[src/rtl/harvard_data_bridge.sv]
// Stalls the CPU data port while a single Avalon-MM style transfer completes.
// Optional watchdog: define HARVARD_DATA_BRIDGE_TIMEOUT_EN to abort stuck transfers and raise bus_error.
module harvard_data_bridge #(
  parameter int unsigned TIMEOUT_CYCLES = 256
) (
  input  logic        clk,
  input  logic        resetl,
  input  logic        ext_clk_enable,
  output logic        cpu_clk_enable,
  input  logic [31:0] cpu_data_address,
  input  logic        cpu_data_write,
  input  logic        cpu_data_read,
  input  logic [31:0] cpu_data_writedata,
  output logic [31:0] cpu_data_readdata,
  output logic [31:0] mem_address,
  output logic        mem_write,
  output logic        mem_read,
  output logic [31:0] mem_writedata,
  input  logic [31:0] mem_readdata,
  input  logic        mem_waitrequest,
  output logic        bus_error
);

  typedef enum logic [1:0] {IDLE, ACCESS, DONE} state_t;

  state_t      state_q;
  logic [31:0] addr_q;
  logic [31:0] wdata_q;
  logic [31:0] rdata_q;
  logic        opWrite_q;
  logic        dual_q;
  logic        memRead_q;
  logic        memWrite_q;
  logic        request;
  logic        timeoutHit;

  assign request = cpu_data_read | cpu_data_write;

`ifdef HARVARD_DATA_BRIDGE_TIMEOUT_EN
  localparam int unsigned CntW = $clog2(TIMEOUT_CYCLES + 1);

  logic [CntW-1:0] waitCnt_q;
  logic [CntW-1:0] waitCnt_d;
  logic            busError_q;

  assign waitCnt_d  = waitCnt_q + CntW'(1);
  assign timeoutHit = (state_q == ACCESS) & mem_waitrequest & (waitCnt_d == CntW'(TIMEOUT_CYCLES));

  // Watchdog counts stalled ACCESS cycles; bus_error stays set until reset.
  always_ff @(posedge clk) begin
    if (resetl) begin
      waitCnt_q  <= '0;
      busError_q <= 1'b0;
    end else begin
      if ((state_q == IDLE) && request) begin
        waitCnt_q <= '0;
      end else if ((state_q == ACCESS) && mem_waitrequest) begin
        waitCnt_q <= waitCnt_d;
      end
      if (timeoutHit) begin
        busError_q <= 1'b1;
      end
    end
  end

  assign bus_error = busError_q;
`else
  logic unusedTimeout;

  assign unusedTimeout = (TIMEOUT_CYCLES != 0);
  assign timeoutHit    = 1'b0;
  assign bus_error     = 1'b0;
`endif

  // A simultaneous read+write is carried out as a write that leaves zero as the read result.
  always_ff @(posedge clk) begin
    if (resetl) begin
      state_q    <= IDLE;
      addr_q     <= '0;
      wdata_q    <= '0;
      rdata_q    <= '0;
      opWrite_q  <= 1'b0;
      dual_q     <= 1'b0;
      memRead_q  <= 1'b0;
      memWrite_q <= 1'b0;
    end else begin
      case (state_q)
        IDLE: begin
          if (request) begin
            addr_q     <= cpu_data_address;
            wdata_q    <= cpu_data_writedata;
            opWrite_q  <= cpu_data_write;
            dual_q     <= cpu_data_read & cpu_data_write;
            memRead_q  <= ~cpu_data_write;
            memWrite_q <= cpu_data_write;
            state_q    <= ACCESS;
          end
        end
        ACCESS: begin
          if (!mem_waitrequest) begin
            memRead_q  <= 1'b0;
            memWrite_q <= 1'b0;
            if (!opWrite_q) begin
              rdata_q <= mem_readdata;
            end else if (dual_q) begin
              rdata_q <= '0;
            end
            state_q <= DONE;
          end else if (timeoutHit) begin
            memRead_q  <= 1'b0;
            memWrite_q <= 1'b0;
            if (!opWrite_q) begin
              rdata_q <= 32'hDEADBEEF;
            end
            state_q <= DONE;
          end
        end
        DONE: begin
          if (ext_clk_enable) begin
            state_q <= IDLE;
          end
        end
        default: begin
          state_q <= IDLE;
        end
      endcase
    end
  end

  // The CPU may only advance when no request is pending in IDLE, or once the result is ready.
  assign cpu_clk_enable = ~resetl & ext_clk_enable &
                          (((state_q == IDLE) & ~request) | (state_q == DONE));

  assign cpu_data_readdata = rdata_q;
  assign mem_address       = addr_q;
  assign mem_writedata     = wdata_q;
  assign mem_read          = memRead_q;
  assign mem_write         = memWrite_q;

endmodule

[config.mk]
export PLATFORM = sky130hd
export DESIGN_NAME = harvard_data_bridge
export DESIGN_NICKNAME = d
export VERILOG_FILES = /design/src/rtl/harvard_data_bridge.sv
export SDC_FILE = /design/constraint.sdc
export NUM_CORES = 1
export LEC_CHECK = 0
export BUFFER_PORTS_ARGS = -buffer_cell sky130_fd_sc_hd__buf_2
export CAP_MARGIN = 20
export CORE_UTILIZATION = 40
export CTS_BUF_LIST = sky130_fd_sc_hd__clkbuf_16
export CTS_CLUSTER_SIZE = 16
export DETAILED_ROUTE_END_ITERATION = 7
export GPL_ROUTABILITY_DRIVEN = 1
export PLACE_DENSITY = 0.76
export SLEW_MARGIN = 20
export SYNTH_ARGS = -nofsm -noshare
export SYNTH_HDL_FRONTEND = slang
export SYNTH_SLANG_ARGS = --single-unit
export TNS_END_PERCENT = 30
[constraint.sdc]
create_clock -name clk -period 1.4 [get_ports clk]
set_input_delay 0 -clock clk [delete_from_list [all_inputs] [get_ports clk]]
set_output_delay 0 -clock clk [all_outputs]
set_load 0.02 [all_outputs]
==> results of run 1 <==
-- metal layers --
layer / up-vias / GRT usage / wire (um)
met5: - / 0 / 0
met4: 0 / 0.1002 / 265
met3: 24 / 0.06906 / 1076
met2: 209 / 0.4599 / 6605
met1: 2008 / 0.2971 / 5196
li1: 2010 / - / -
-- through the flow --
| step | cell area (um^2) | power (uW) |
|---|---|---|
| final | 6192 | 7226 |
| after CTS | 6122 | 7212 |
| after detailed placement | 4815 | 4569 |
| after floorplan | 3666 | 4027 |
| after global placement | 4815 | 4530 |
| after global routing | 6192 | 7505 |
-- flip-flops by register name (all words and copies together) (netlist names) --
register	cells
opWrite_q	1
mem_write	1
cpu_data_readdata	32
dual_q	1
mem_writedata	32
state_q	2
mem_read	1
mem_address	32
-- synth_stat cells, types with 2 or more instances --
| cell | number |
|---|---|
| a22o_1 | 32 |
| o21ai_0 | 66 |
| a21oi_1 | 70 |
| clkbuf_1 | 29 |
| nor2_1 | 5 |
| nand2_1 | 3 |
| buf_1 | 5 |
| dfxtp_1 | 102 |
| buf_2 | 2 |
| buf_6 | 3 |
| nand3_1 | 65 |
| or2_2 | 2 |
| buf_4 | 4 |
-- path summary, 6_finish.rpt --
kind	from	to	slack [ns]	cells past startpoint
setup / recovery	state_q[1]$_SDFFE_PP0P_	cpu_data_readdata[28]$_SDFFE_PP0P_	-0.13	6
hold / removal	mem_waitrequest	state_q[1]$_SDFFE_PP0P_	0.04	3
setup reg to reg	state_q[1]$_SDFFE_PP0P_	cpu_data_readdata[28]$_SDFFE_PP0P_	-0.13	6
hold reg to reg	mem_read$_SDFFE_PP0P_	mem_read$_SDFFE_PP0P_	0.47	1
-- timing repair --
action                                  4_1_cts  5_1_grt
hold buffers                                101        0
cloned                                        0        2
hold endpoints to repair                    101        0
endpoints found under the setup margin       37       96
buffers inserted                              0        1
resized for setup                             7        8
pin swaps                                     2        3
-- cell families after synthesis --
group	count (synthesis)	synth area share
AO/OA/AOI/OAI	171	0.2720
flip-flops	102	0.5576
AND/OR/NAND/NOR	81	0.1134
buffers and inverters	44	0.05603
other	1	0.001024
-- layout make-up --
class,instances,area (um^2),share of cell area
Sequential cell,102,2044,0.3302
Timing Repair Buffer,318,2276,0.3675
Clock buffer,9,225.2,0.03637
Tap cell,108,135.1,0.02182
Inverter,1,3.754,0.0006062
Multi-Input combinational cell,253,1441,0.2328
Clock inverter,7,66.31,0.01071
-- where the power goes --
| part | internal (uW) | switching (uW) | total (uW) | leakage, uW |
|---|---|---|---|---|
| Clock | 1250 | 1180 | 2430 | 0.000138 |
| Combinational | 707 | 870 | 1580 | 0.00189 |
| Sequential | 3110 | 107 | 3220 | 0.000838 |
| Total | 5070 | 2150 | 7230 | 0.00287 |
-- worst max-delay path, delay by kind of cell (launching register included) --
family	cells	cell delay (ns)
simple gates	2	0.53
compound gates	1	0.16
flops	1	0.33
buf+inv	3	0.45
==> out/metrics.yaml, run 1 <==
track_usage: 0.2598
cap_violations: 0
ios: 202
cts_sinks: 102
yosys_warnings: 0
core_area_mm2: 0.008806
first_pass_iters: 7
grt_start_max_net_pins: 43
overflow: 0
synthTopCellsByArea: "dfxtp_1 (56%), a21oi_1 (9.6%), o21ai_0 (9.0%)"
syn_area_per_cell_um2: 9.179
synth_nets: 501
violations: "DRC, setup timing"
ant_nets: 0
diodes: 0
grt_pass1_wl_mm: 20.09
crit_chain: "or3b_4 > buf_6 > nor3_4 > buf_6 > clkbuf_16 > a22o_1"
yosysSeqAreaShare: 0.5576
crit_type: "reg2reg"
drt_iter0_drc: 232
fp.dieH_um: 97.69
peakVddDrop_mv: 0.5745
crit_fanout: 16
timing_hold_violations_final: 0
max_stage_delay_ns: 0.42
hpwl_mm: 7.011
start_util: 0.4159
slew_violations: 0
cts_tree: "done"
die_x_um: 97.69
dp.cells: 678
fin_cells: 798
ys.flop_type: "dfxtp_1"
via_count: 4251
p_per_area_mw_per_mm2: 1167
synth-edff-count: 0
wl_mm: 13.14
worstSkewPairLatency_ns: 0.33
end_kind: "register"
nNetsFinal: 787
yosys.area.top_type: "dfxtp_1"
portBuffers: 200
antenna_found_initial: 0
cts_root_buf: "clkbuf_16"
dieArea_mm2: 0.009542
whs_ns: 0.04410
setup_tns_ns: -2.127
crit_slowest_cell: "or3b_4"
drive_above_1_share: 0.3507
syn_inst: 399
synth_top_area_frac: 0.5576
place.gp.congestion: 0.7351
period_needed_ns: 1.526
syn_area_mm2: 0.003662
dp_slack_ns: -0.02804
cts_buffer_depth: 2
start_kind: "register"
via_per_inst: 5.327
fp-row-count: 34
setup_viol: 32
mostFrequentLayoutCells: "buf_2 (199), dlygate4sd3_1 (101), dfxtp_1 (100), a21oi_1 (70), nand3_1 (65)"
max_freq_mhz: 655.2
hold_class: "in2reg"
rsz0062_at_grt: "true"
cp.required_ns: 1.67
numCtsBuffers: 9
layout.cells.most_common: "buf_2"
ys_types: 24
drc_errors: 36
status: "finished with violations"
cts_max_level: 3
leakagePower_uw: 0.002868
synth_seq_cells: 102
syn2layout_area_growth_pct: 69.08
crit_top_cell: "buf_6"
fin_skew_ns: 0.005032
wl_per_cell_um: 16.47
setup_ws_ns: -0.1263
post-route-util: 0.7032
worst_ep_arrival_time_ns: 1.80
n_fill_cell: 648
grt_pass1_vias: 4197
clk_pin_slew_ns: 0.07
async_flop_share: 0
fin_crit_sh: 1.090
(Power assumes the default switching activity.)
==> run 2: changes to the inputs <==
Settings changed: RECOVER_POWER set to 25.
==> out/metrics.yaml, run 2 (synthesis results as in run 1) <==
status: "finished with violations"
violations: "DRC, setup timing"
p_per_area_mw_per_mm2: 1173
cts_root_buf: "clkbuf_16"
nNetsFinal: 787
crit_type: "reg2reg"
fp.dieH_um: 97.69
slew_violations: 0
wl_met1_mm: 5.188
cap_violations: 0
place.gp.congestion: 0.7351
peakVddDrop_mv: 0.5797
drive_above_1_share: 0.2913
n_fill_cell: 672
rsz0062_at_grt: "true"
via_per_inst: 5.301
diodes: 0
grt_pass1_wl_mm: 20.09
period_needed_ns: 1.526
die_x_um: 97.69
cp.required_ns: 1.67
crit_chain: "or3b_4 > buf_6 > nor3_4 > buf_6 > clkbuf_16 > a22o_1"
post-route-util: 0.6974
dp.cells: 678
setup_ws_ns: -0.1264
crit_fanout: 16
fin_cells: 798
worstSkewPairLatency_ns: 0.33
setup_tns_ns: -2.219
clk_pin_slew_ns: 0.07
core_area_mm2: 0.008806
cts_buffer_depth: 2
area.sequential_mm2: 0.002044
syn2layout_area_growth_pct: 67.68
antenna_found_initial: 0
wl_per_cell_um: 16.53
via_count: 4230
hpwl_mm: 7.011
fin_skew_ns: 0.004536
crit_slowest_cell: "or3b_4"
crit_top_cell: "buf_6"
critPathBufInv: 3
crit_family: "simple AND/OR/NAND/NOR gates"
first_pass_iters: 8
start_util: 0.4159
whs_ns: 0.04249
track_usage: 0.2598
start_kind: "register"
portBuffers: 200
ant_nets: 0
grt_start_max_net_pins: 43
cts_tree: "done"
ios: 202
grt_pass1_vias: 4197
wl_met3_mm: 1.083
timing_hold_violations_final: 0
final_cell_area_mm2: 0.006141
drc_errors: 36
r2r_slack_ns: -0.13
cts_sinks: 102
numCtsBuffers: 9
end_kind: "register"
placed_area_mm2: 0.004815
layout.cells.most_common: "buf_2"
max_stage_delay_ns: 0.42
max_freq_mhz: 655.1
worst_ep_arrival_time_ns: 1.80
multiInputGateArea_mm2: 0.001441
wl_mm: 13.19
wl_met2_mm: 6.658
dieArea_mm2: 0.009542
drt_iter0_drc: 220
fp-row-count: 34
mostFrequentLayoutCells: "buf_2 (158), dlygate4sd3_1 (101), dfxtp_1 (100), a21oi_1 (70), nand3_1 (65)"
leakagePower_uw: 0.002705
setup_viol: 32
routed.top_layer: "met4"
hold_class: "in2reg"
cts_max_level: 3
fin_crit_sh: 1.090
overflow: 0
==> run 2: cell count changes in the layout (fill, tap and decap cells not counted), sizes merged <==
cell,before,now
clkbuf,11,52
buf,215,174
==> run 2: area by class of cell <==
type / instances / area share
timing repair buffer: 318 / 0.3623
sequential: 102 / 0.3329
multi-input combinational: 253 / 0.2347
clock buffer: 9 / 0.03667
tap: 108 / 0.02200
clock inverter: 7 / 0.01080
inverter: 1 / 0.0006112
==> run 2: path summary, 6_finish.rpt <==
path | start | end | depth (start not counted)
worst max-delay path | state_q[1]$_SDFFE_PP0P_ | cpu_data_readdata[28]$_SDFFE_PP0P_ | 6
worst min-delay path | mem_waitrequest | state_q[1]$_SDFFE_PP0P_ | 3
worst min register to register | mem_read$_SDFFE_PP0P_ | mem_read$_SDFFE_PP0P_ | 1
worst max register to register | state_q[1]$_SDFFE_PP0P_ | cpu_data_readdata[28]$_SDFFE_PP0P_ | 6
==> run 2: power by group <==
part           switching [uW]  internal (uW)  leakage [uW]  total (uW)
logic                     870            683       0.00173        1550
clock network            1180           1250      0.000138        2430
registers                 110           3110      0.000838        3220
total                    2160           5050       0.00271        7200
==> run 2: timing repair <==
item | CTS | global route
hold buffers | 101 | 0
endpoints found under the setup margin | 37 | 96
pin swaps | 2 | 3
buffers inserted | 0 | 1
gates cloned | 0 | 2
hold endpoints to repair | 101 | 0
gates resized for setup | 7 | 8
==> run 2: layer usage <==
layer  track usage  up-vias
met5             0        -
met4        0.1002        0
met3       0.06906       24
met2        0.4599      212
met1        0.2971     1985
li1              -     2009
==> run 2: worst register-to-register path: stages, from the launching register on <==
cell,delay (ns)
dfxtp_2,0.33
or3b_4,0.42
buf_6,0.13
nor3_4,0.11
buf_6,0.15
clkbuf_16,0.17
a22o_1,0.16
==> run 2: metrics by stage <==
stage,power (uW),setup slack (ns)
6_report,7202,-0.1264
5_1_grt,7482,-0.1650
4_1_cts,7212,-0.04008
3_5_place_dp,4569,-0.02804
3_3_place_gp,4530,0.02548
2_1_floorplan,4027,-0.004993
